**src/rtl/bictr_sweep_ctrl.sv**
```systemverilog
// Sweep command sequencer for the up/down counter with count-to flag.
// Loads the counter, paces it with tick, repeats or bounces passes.
module bictr_sweep_ctrl #(
   parameter int WIDTH = 4,
   parameter int REP_W = 8
) (
   input  logic             clk,
   input  logic             reset,
   input  logic             cmd_valid,
   output logic             cmd_ready,
   input  logic [WIDTH-1:0] cmd_start,
   input  logic [WIDTH-1:0] cmd_end,
   input  logic [REP_W-1:0] cmd_reps,
   input  logic             cmd_bounce,
   input  logic             tick,
   input  logic             abort,
   output logic [WIDTH-1:0] ctr_data,
   output logic             ctr_load_n,
   output logic             ctr_cen,
   output logic             ctr_up_dn,
   output logic [WIDTH-1:0] ctr_count_to,
   input  logic             ctr_tercnt,
   output logic             busy,
   output logic             done,
   output logic [REP_W-1:0] pass_cnt
);

   typedef enum logic [1:0] {
      S_IDLE,
      S_LOAD,
      S_RUN,
      S_DONE
   } state_e;

   state_e           state_q;
   logic [WIDTH-1:0] start_q;
   logic [WIDTH-1:0] end_q;
   logic [REP_W-1:0] reps_q;
   logic             bounce_q;
   logic             dir_q;
   logic             fwd_q;
   logic [WIDTH-1:0] data_q;
   logic [WIDTH-1:0] count_to_q;
   logic             up_dn_q;
   logic             load_n_q;
   logic             done_q;
   logic [REP_W-1:0] pass_cnt_q;

   logic             accept;
   logic             pass_done;
   logic             last_pass;
   logic [REP_W-1:0] pass_cnt_d;
   logic [REP_W-1:0] reps_d;
   logic             dir_d;

   // Handshake and pass bookkeeping decoded from current state
   assign cmd_ready  = reset & (state_q == S_IDLE);
   assign accept     = cmd_valid & cmd_ready;
   assign pass_done  = (state_q == S_RUN) & ctr_tercnt;
   assign pass_cnt_d = pass_cnt_q + 1'b1;
   assign last_pass  = (pass_cnt_d == reps_q);
   assign reps_d     = (cmd_reps == '0) ?
                       {{(REP_W-1){1'b0}}, 1'b1} : cmd_reps;
   assign dir_d      = (cmd_end >= cmd_start);

   // Count enable is gated by tercnt so the counter stops on count_to
   assign ctr_cen = (state_q == S_RUN) & tick & ~ctr_tercnt;

   assign ctr_data     = data_q;
   assign ctr_load_n   = load_n_q;
   assign ctr_up_dn    = up_dn_q;
   assign ctr_count_to = count_to_q;
   assign busy         = (state_q != S_IDLE);
   assign done         = done_q;
   assign pass_cnt     = pass_cnt_q;

   // Sweep FSM with registered counter controls
   always_ff @(posedge clk) begin
      if (!reset) begin
         state_q    <= S_IDLE;
         start_q    <= '0;
         end_q      <= '0;
         reps_q     <= '0;
         bounce_q   <= 1'b0;
         dir_q      <= 1'b1;
         fwd_q      <= 1'b1;
         data_q     <= '0;
         count_to_q <= '0;
         up_dn_q    <= 1'b1;
         load_n_q   <= 1'b1;
         done_q     <= 1'b0;
         pass_cnt_q <= '0;
      end else begin
         load_n_q <= 1'b1;
         done_q   <= 1'b0;
         unique case (state_q)
            S_IDLE: begin
               if (accept) begin
                  start_q    <= cmd_start;
                  end_q      <= cmd_end;
                  reps_q     <= reps_d;
                  bounce_q   <= cmd_bounce;
                  dir_q      <= dir_d;
                  fwd_q      <= 1'b1;
                  data_q     <= cmd_start;
                  count_to_q <= cmd_end;
                  up_dn_q    <= dir_d;
                  pass_cnt_q <= '0;
                  load_n_q   <= 1'b0;
                  state_q    <= S_LOAD;
               end
            end
            S_LOAD: begin
               if (abort) begin
                  state_q <= S_IDLE;
               end else begin
                  state_q <= S_RUN;
               end
            end
            S_RUN: begin
               if (abort) begin
                  state_q <= S_IDLE;
               end else if (pass_done) begin
                  pass_cnt_q <= pass_cnt_d;
                  if (last_pass) begin
                     done_q  <= 1'b1;
                     state_q <= S_DONE;
                  end else if (bounce_q) begin
                     fwd_q      <= ~fwd_q;
                     count_to_q <= fwd_q ? start_q : end_q;
                     up_dn_q    <= ~up_dn_q;
                  end else begin
                     fwd_q      <= 1'b1;
                     data_q     <= start_q;
                     count_to_q <= end_q;
                     up_dn_q    <= dir_q;
                     load_n_q   <= 1'b0;
                     state_q    <= S_LOAD;
                  end
               end
            end
            S_DONE: begin
               state_q <= S_IDLE;
            end
            default: begin
               state_q <= S_IDLE;
            end
         endcase
      end
   end

endmodule

```
**config.mk**
```make
export PLATFORM = sky130hd
export DESIGN_NAME = bictr_sweep_ctrl
export DESIGN_NICKNAME = d
export VERILOG_FILES = /design/src/rtl/bictr_sweep_ctrl.sv
export SDC_FILE = /design/constraint.sdc
export NUM_CORES = 1
export LEC_CHECK = 0
export CORE_MARGIN = 3
export CORE_UTILIZATION = 51
export DETAILED_ROUTE_END_ITERATION = 16
export GPL_TIMING_DRIVEN = 0
export PLACE_DENSITY = 0.79
export SYNTH_ARGS = -nofsm -noshare
export SYNTH_HDL_FRONTEND = slang
export SYNTH_SLANG_ARGS = --single-unit
```
**constraint.sdc**
```tcl
create_clock -name clk -period 2.25 [get_ports clk]
set_clock_uncertainty 0.05 [all_clocks]
set_input_delay 0.45 -clock clk [delete_from_list [all_inputs] [get_ports clk]]
set_output_delay 0.45 -clock clk [all_outputs]
set_load 0.01 [all_outputs]
```
; ---- Word level (Yosys, flattened, before mapping)
; Cells that the tools add are included.
[totals]
register_bits = 40
output_inout_bits = 22
[op_classes]
add_sub_neg = 1
magnitude_cmp = 1
eq_ne = 11
n_mux = 44
bitwise = 11
n_reduce_logical = 10
[ops]
columns = op, n
row1 = $mux W4, 11
row2 = $mux W8, 4
row3 = $mux W1, 16
row4 = $pmux W4 S2, 2
row5 = $pmux W8 S2, 1
row6 = $mux W2, 6
row7 = $ne A2 B2 Y1 const B, 5
row8 = $add A8 B1 Y8 const B, 1
row9 = $eq A8 B8 Y1, 1
row10 = $logic_not A8 Y1, 1
row11 = $pmux W2 S4, 1
row12 = $not A1 Y1, 6
row13 = $pmux W1 S2, 3
row14 = $reduce_and A6 Y1, 1
row15 = $and A1 B1 Y1, 5
row16 = $reduce_and A5 Y1, 1
row17 = $eq A2 B2 Y1 const B, 2
row18 = $ge A4 B4 Y1, 1
row19 = $ne A4 B4 Y1 const B, 1
row20 = $reduce_and A4 Y1, 1
row21 = $reduce_bool A2 Y1, 2
row22 = $reduce_or A4 Y1, 1
row23 = $ne A3 B3 Y1 const B, 1
row24 = $reduce_and A3 Y1, 1
row25 = other kinds (3), 3

; ---- Logic depth before layout (Yosys ltp)
; Gate-level depths: netlist of run 1.
[depth]
word_depth = 6
depth_mapped = 9
depth_no_buf = 8

; ---- Worst setup path before layout of run 1
; No wires, ideal clock.
[synth_timing]
path_type = flip-flop to flip-flop
start = register pass_cnt_q[0], in the netlist pass_cnt[0]
end = register up_dn_q, in the netlist ctr_up_dn
setup_time_ns = 0.122
arrival_time_ns = 1.887
required_ns = 2.078
slack_ns = 0.192
path_stages_with_launch = 10
n_path_buf = 2
path_cell_list = dfxtp_1 > ha_1 > buf_6 > nand3_1 > xnor2_1 > nor3_1 > and4_1 > buf_6 > a21oi_2 > a221o_1
[synth_via]
elab_chain_cells = 4
[synth_lines]
columns = item, line_no
row1 = from (decl), 47  ; logic [REP_W-1:0] pass_cnt_q;
row2 = from (signal assigned), 124  ; pass_cnt_q <= pass_cnt_d;
row3 = $add A8 B1 Y8, 60  ; assign pass_cnt_d = pass_cnt_q + 1'b1;
row4 = $eq A8 B8 Y1, 61  ; assign last_pass = (pass_cnt_d == reps_q);
row5 = $ne A2 B2 Y1 (no source line), n/a
row6 = $reduce_and A5 Y1 (no source line), n/a
row7 = to (signal assigned), 107  ; up_dn_q <= dir_d;
row8 = to (signal assigned), 131  ; up_dn_q <= ~up_dn_q;
row9 = to (signal assigned), 136  ; up_dn_q <= dir_q;
row10 = to (decl), 44  ; logic up_dn_q;
; Every way passes these cells.
; A chain may end at the register's enable or synchronous reset.

; ---- Worst setup path after layout of run 1
[layout_timing]
start = input port cmd_valid
end = register data_q[1], in the netlist ctr_data[1]
[layout_via]
elab_chain_cells = 3
[layout_lines]
columns = item, line_no
row1 = from (decl), 9  ; input logic cmd_valid,
row2 = $and A1 B1 Y1, 58  ; assign accept = cmd_valid & cmd_ready;
row3 = $ne A2 B2 Y1 (no source line), n/a
row4 = $reduce_and A6 Y1 (no source line), n/a
row5 = to (signal assigned), 105  ; data_q <= cmd_start;
row6 = to (signal assigned), 134  ; data_q <= start_q;
row7 = to (decl), 42  ; logic [WIDTH-1:0] data_q;
; Every way passes these cells.

==> impl_metrics.py, run 1 <==
metrics = {
    "logic_synthesis": {
        "ys_ff_latch": 40,
        "synthTopCellsByCount": "46 x nand2_1, 40 x dfxtp_1, 27 x nand3_1",
        "yosysWarnings": 0,
        "synth_nets": 309,
        "synth_edf_count": 0,
        "avgSynthCellArea_sq_um": 8.01,
        "synth-main-ff-cell": "dfxtp_1",
        "synth_top_cells_by_area": "dfxtp_1 36%, nand2_1 7.7%, nand3_1 6.0%",
        "synth_top_area_share_pct": 35.6,
        "syn_inst": 281,
        "ys_async_sr_fraction_pct": 0,
        "synth_most_common_cell": "nand2_1",
        "synth_cell_type_count": 53,
        "syn_area_sq_mm": 0.00225,
        "synth_top_cell_by_area": "dfxtp_1",
        "ys_seq_area_share_pct": 35.6,
    },
    "worst_setup_path": {
        "reg2reg_slack_ps": 130,
        "crit_path_max_fanout": 8,
        "startpoint_type": "input pin",
        "cpPeakStageDelay_ps": 560,
        "endpoint_kind": "flip-flop",
        "cp_top_family": "compound AO/OA/AOI/OAI gates",
        "path_buf_inv": 1,
        "cp_slowest_cell": "a2111oi_0",
        "reg2reg_to": "ctr_load_n$_SDFF_PN1_",
        "cp.required_ps": 2430,
        "path_class": "in2reg",
        "r2r_cells": 9,
        "worstPathArrival_ps": 2450,
        "r2r_start": "pass_cnt[0]$_SDFFE_PN0P_",
        "crit_chain": "clkdlybuf4s50_1 -> nor2b_1 -> nand2_2 -> a21o_1 -> a2111oi_0 -> o21ai_0 -> nand3_1",
    },
    "placement": {
        "dpl-instance-area_sq_mm": 0.00275,
        "post-dp-hpwl_mm": 4.41,
        "finalWeightedCongestion": 0.952,
        "port_buffers": 44,
    },
    "clock_network": {
        "cts_hold_buf": 0,
        "cts_root_buf": "clkbuf_8",
        "clk_latency_ps": 290,
        "cts_buffers": 5,
        "clockBufferDepth": 2,
        "cts_tree": "done",
        "path_clk_slew_ps": 70,
        "cts.sinks": 40,
        "cts.htree.levels": 2,
    },
    "layout": {
        "stdcell_area_sq_mm": 0.00288,
        "fin_nets": 363,
        "regArea_sq_um": 808,
        "layout-drive-gt1-share_pct": 11.0,
        "nFillCells": 377,
        "n_antenna_cell": 0,
        "area_growth_pct": 27.9,
        "multiInputGateArea_sq_mm": 0.00134,
    },
    "flow_run": {
        "max_cap_viol_count": 0,
    },
    "sta": {
        "rsz0062_at_grt": "true",
        "hold_violations": 0,
        "relSlewSlack_pct": 62.2,
        "timing.fmax_mhz": 441,
        "fin_crit_sh_pct": 101,
        "worstMarginPinSlew_ps": 553,
        "period_needed_ps": 2270,
        "setup_viol": 1,
        "slew_viol_final": 0,
        "setup_ws_ps": -18.7,
    },
    "floorplanning": {
        "die_x_microns": 72.4,
        "initial_core_util_pct": 54.7,
        "io_pins": 45,
        "rows": 23,
        "die_h_microns": 72.4,
        "die_area_sq_mm": 0.00525,
        "coreArea_sq_mm": 0.00412,
    },
    "status": {
        "violations": "setup timing",
        "status": "finished, violations left",
    },
    "power": {
        "power_w": 0.00151,
        "ir_drop_uv": 324,
        "p_leak_nw": 1.20,
        "power_density_mw_per_mm2": 524,
    },
    "grt": {
        "antenna_found_initial": 0,
        "grtUsageTotal_pct": 23.0,
        "grt_pass1_vias": 1987,
        "grt_pass1_wl_mm": 9.52,
        "grt.overflow.total": 0,
        "grt_max_degree": 12,
    },
    "min_path": {
        "hold_end": "ctr_count_to[0]$_SDFFE_PN0P_",
        "hp-class": "reg2reg",
        "hold_path_depth": 2,
        "hold_start": "ctr_count_to[0]$_SDFFE_PN0P_",
    },
    "drt": {
        "viasPerCell": 5.83,
        "drtAntennaViolNets": 0,
        "routedWlPerCell_microns": 15.0,
        "wirelength_mm": 5.76,
        "drt_iter0_markers": 201,
        "drc_errors": 0,
        "firstDrtPassIters": 5,
        "vias": 2244,
    },
}
tightest hold or removal path, stage by stage, from the launching register on:
cell and delay (ps):
dfxtp_1 310, nand2_1 50, mux2i_1 50
state kept, by name (all words and copies together) (netlist names):
name          cells
start_q           4
state_q           2
done              1
ctr_data          4
ctr_count_to      4
end_q             4
reps_q            8
ctr_load_n        1
fwd_q             1
ctr_up_dn         1
dir_q             1
pass_cnt          8
bounce_q          1
logic make-up after synthesis:
group | Yosys count | synth area share, %
XOR/XNOR | 9 | 3.50
AO/OA/AOI/OAI | 65 | 19.6
multiplexers | 8 | 3.56
AND/OR/NAND/NOR | 129 | 29.1
buffers and inverters | 25 | 5.89
adder cells (fa/ha/maj) | 5 | 2.78
flip-flops | 40 | 35.6
how the worst max path moves through the flow:
stage	startpoint	end	cells after the start	slack, ps
finish	cmd_valid	ctr_data[1]$_SDFFE_PN0P_	7	-20
global route	pass_cnt[2]$_SDFFE_PN0P_	ctr_load_n$_SDFF_PN1_	8	-7
CTS	pass_cnt[0]$_SDFFE_PN0P_	ctr_count_to[3]$_SDFFE_PN0P_	8	60
detailed placement	reset	pass_cnt[6]$_SDFFE_PN0P_	7	-390
global placement	reset	pass_cnt[6]$_SDFFE_PN0P_	7	-380
floorplan	pass_cnt[0]$_SDFFE_PN0P_	ctr_up_dn$_SDFFE_PN1P_	9	190
per-layer routing:
metal,wire length (microns),part of all wire (%),GRT usage (%),up-vias
li1,-,-,-,1108
met1,2750,48,32.5,1043
met2,2530,44,35.6,84
met3,381,6.6,4.57,9
met4,102,1.8,6.76,0
met5,0,0,0,-
power by group:
group	switching, W	internal (W)	total [W]
clock network	0.000241	0.000211	0.000451
registers	0.0000329	0.000745	0.000778
logic	0.000143	0.000136	0.000280
cell type report:
| type | count | area share [%] |
|---|---|---|
| Timing Repair Buffer | 47 | 15.9 |
| Buffer | 19 | 3.95 |
| Clock buffer | 6 | 2.52 |
| Sequential cell | 40 | 28.1 |
| Multi-Input combinational cell | 216 | 46.5 |
| Inverter | 6 | 0.782 |
| Tap cell | 50 | 2.17 |
| Clock inverter | 1 | 0.174 |
stage by stage:
stage | TNS [ps] | cells | utilization, % | hold slack (ps) | setup slack, ps
after floorplan | 0 | 281 | - | 384 | 192
after global placement | -2620 | 375 | 66.9 | 397 | -379
after detailed placement | -3030 | 375 | 66.9 | 404 | -394
after CTS | 0 | 383 | 69.2 | 417 | 60.4
after global routing | -12.4 | 385 | 70.0 | 441 | -6.87
final | -18.7 | 385 | 70.0 | 409 | -18.7
placed cells by master, fill, tap and decap left out, drive strengths merged, types with 2 or more instances in the layout:
cell,netlist,final
a2111oi,3,3
nor4,2,2
nor2b,2,2
xnor2,4,4
and2,12,12
clkdlybuf4s50,0,42
a21oi,11,11
xor2,5,5
mux2i,8,8
a211oi,2,2
o31ai,5,5
a21boi,2,2
nand2,48,48
a31oi,2,2
clkbuf,11,18
inv,6,6
nor3b,4,4
or2,2,2
buf,8,11
nand3,27,27
and4,2,2
nor2,10,10
dfxtp,40,40
ha,5,5
nor3,4,4
nand4,5,5
o211ai,4,4
nand2b,6,6
a21o,3,3
o21ai,25,25
repair_timing:
action | CTS | global route
gates resized for setup | 8 | 11
buffers inserted | 1 | 2
pin swaps | 1 | 2
setup endpoints to repair | 9 | 16
Note: power is estimated with default switching activity, not from simulation.
==> run 2: changes to the inputs <==
Settings changed: CORE_MARGIN 3 to unset.
==> impl_metrics.py, run 2 (synthesis results as in run 1) <==
metrics = {
    "placement": {
        "finalWeightedCongestion": 0.885,
        "dp.cells": 375,
        "port_buffers": 44,
        "post-dp-hpwl_mm": 4.34,
    },
    "grt": {
        "antenna_found_initial": 0,
        "grt_pass1_wl_mm": 9.23,
        "grtUsageTotal_pct": 27.3,
        "grt_pass1_vias": 1872,
        "grt_max_degree": 12,
        "grt.overflow.total": 0,
    },
    "sta": {
        "hold_slack_ps": 417,
        "timing.fmax_mhz": 463,
        "relSlewSlack_pct": 68.1,
        "hold_violations": 0,
        "period_needed_ps": 2160,
        "fin_crit_sh_pct": 96.0,
        "worstMarginPinSlew_ps": 467,
        "slew_viol_final": 0,
        "setup_viol": 0,
        "rsz0062_at_grt": "true",
    },
    "layout": {
        "regArea_sq_um": 808,
        "fin_cells": 384,
        "fin_util_pct": 70.2,
        "n_antenna_cell": 0,
        "layout-drive-gt1-share_pct": 11.1,
        "area_growth_pct": 28.4,
        "final_cell_mix": "45 x nand2_1, 42 x clkdlybuf4s50_1, 36 x dfxtp_1, 27 x nand3_1, 23 x o21ai_0",
        "fin_nets": 361,
        "multiInputGateArea_sq_mm": 0.00134,
        "final_common_cell": "nand2_1",
        "nFillCells": 359,
    },
    "floorplanning": {
        "io_pins": 45,
        "coreArea_sq_mm": 0.00412,
        "die_x_microns": 68.4,
        "initial_core_util_pct": 54.7,
        "die_h_microns": 68.4,
        "die_area_sq_mm": 0.00468,
        "rows": 23,
    },
    "power": {
        "p_leak_nw": 1.19,
        "ir_drop_uv": 368,
        "power_w": 0.00155,
        "power_density_mw_per_mm2": 537,
    },
    "drt": {
        "drtAntennaViolNets": 0,
        "wirelength_mm": 5.72,
        "drt_iter0_markers": 235,
        "vias": 2219,
        "routedWlPerCell_microns": 14.9,
        "viasPerCell": 5.78,
        "drc_errors": 0,
        "firstDrtPassIters": 4,
    },
    "worst_setup_path": {
        "cp_top_family": "simple AND/OR/NAND/NOR gates",
        "crit_path_max_fanout": 8,
        "path_class": "in2reg",
        "cp_slowest_cell": "clkdlybuf4s50_1",
        "path_buf_inv": 1,
        "crit_chain": "clkdlybuf4s50_1 -> nand3b_1 -> a21oi_4 -> nand2_2 -> or3_2 -> a21boi_1",
        "cp.required_ps": 2430,
        "startpoint_type": "input pin",
        "worstPathArrival_ps": 2340,
        "cpPeakStageDelay_ps": 520,
        "endpoint_kind": "flip-flop",
    },
    "status": {
        "status": "completed",
    },
    "clock_network": {
        "cts_tree": "done",
        "cts_buffers": 5,
        "cts.htree.levels": 2,
        "cts.sinks": 40,
        "clockBufferDepth": 2,
        "clk_latency_ps": 300,
        "path_clk_slew_ps": 70,
        "cts_root_buf": "clkbuf_8",
    },
    "min_path": {
        "hp-class": "reg2reg",
    },
    "flow_run": {
        "max_cap_viol_count": 0,
    },
}
[run 2: cell type report]
| class | count | share of cell area [%] |
|---|---|---|
| multi-input combinational | 216 | 46.5 |
| sequential | 40 | 28.0 |
| timing repair buffer | 46 | 15.7 |
| buffer | 18 | 3.81 |
| clock buffer | 8 | 3.12 |
| tap | 50 | 2.16 |
| inverter | 6 | 0.779 |
[run 2: power by group]
| part | total, W | switching [W] | internal, W |
|---|---|---|---|
| clock network | 0.000496 | 0.000246 | 0.000250 |
| logic | 0.000277 | 0.000141 | 0.000135 |
| registers | 0.000780 | 0.0000341 | 0.000746 |
| total | 0.00155 | 0.000421 | 0.00113 |
[run 2: path summary, 6_finish.rpt]
kind	startpoint	to	slack, ps	cells past startpoint
hold / removal	end_q[1]$_SDFFE_PN0P_	end_q[1]$_SDFFE_PN0P_	420	2
hold reg to reg	end_q[1]$_SDFFE_PN0P_	end_q[1]$_SDFFE_PN0P_	420	2
setup reg to reg	pass_cnt[0]$_SDFFE_PN0P_	ctr_up_dn$_SDFFE_PN1P_	160	9
setup / recovery	ctr_tercnt	pass_cnt[6]$_SDFFE_PN0P_	90	6
[run 2: repair_timing]
item,CTS,global route
buffers inserted,0,2
pin swaps,2,3
gates resized for setup,9,9
hold buffers,0,0
setup endpoints to repair,9,8
[run 2: worst min-delay path, stage by stage (launching register included)]
cell and delay [ps]:
dfxtp_1 320, nand3_1 60, nand2_1 50
[run 2: stage by stage]
| step | setup TNS, ps | instance area, sq um | worst slack, ps |
|---|---|---|---|
| detailed placement | -2670 | 2750 | -353 |
| global route | -2.17 | 2890 | -2.17 |
| finish | 0 | 2890 | 90.4 |
| global placement | -2650 | 2750 | -380 |
| CTS | 0 | 2860 | 35.1 |
| floorplan | 0 | 2250 | 192 |
[run 2: per-layer routing]
metal / track usage [%] / vias to the layer above / wire [microns] / part of all wire [%]
li1: - / 1104 / - / -
met1: 37.9 / 1027 / 2660 / 46
met2: 40.3 / 81 / 2630 / 46
met3: 7.33 / 7 / 359 / 6.3
met4: 8.59 / 0 / 75 / 1.3
met5: 0 / - / 0 / 0
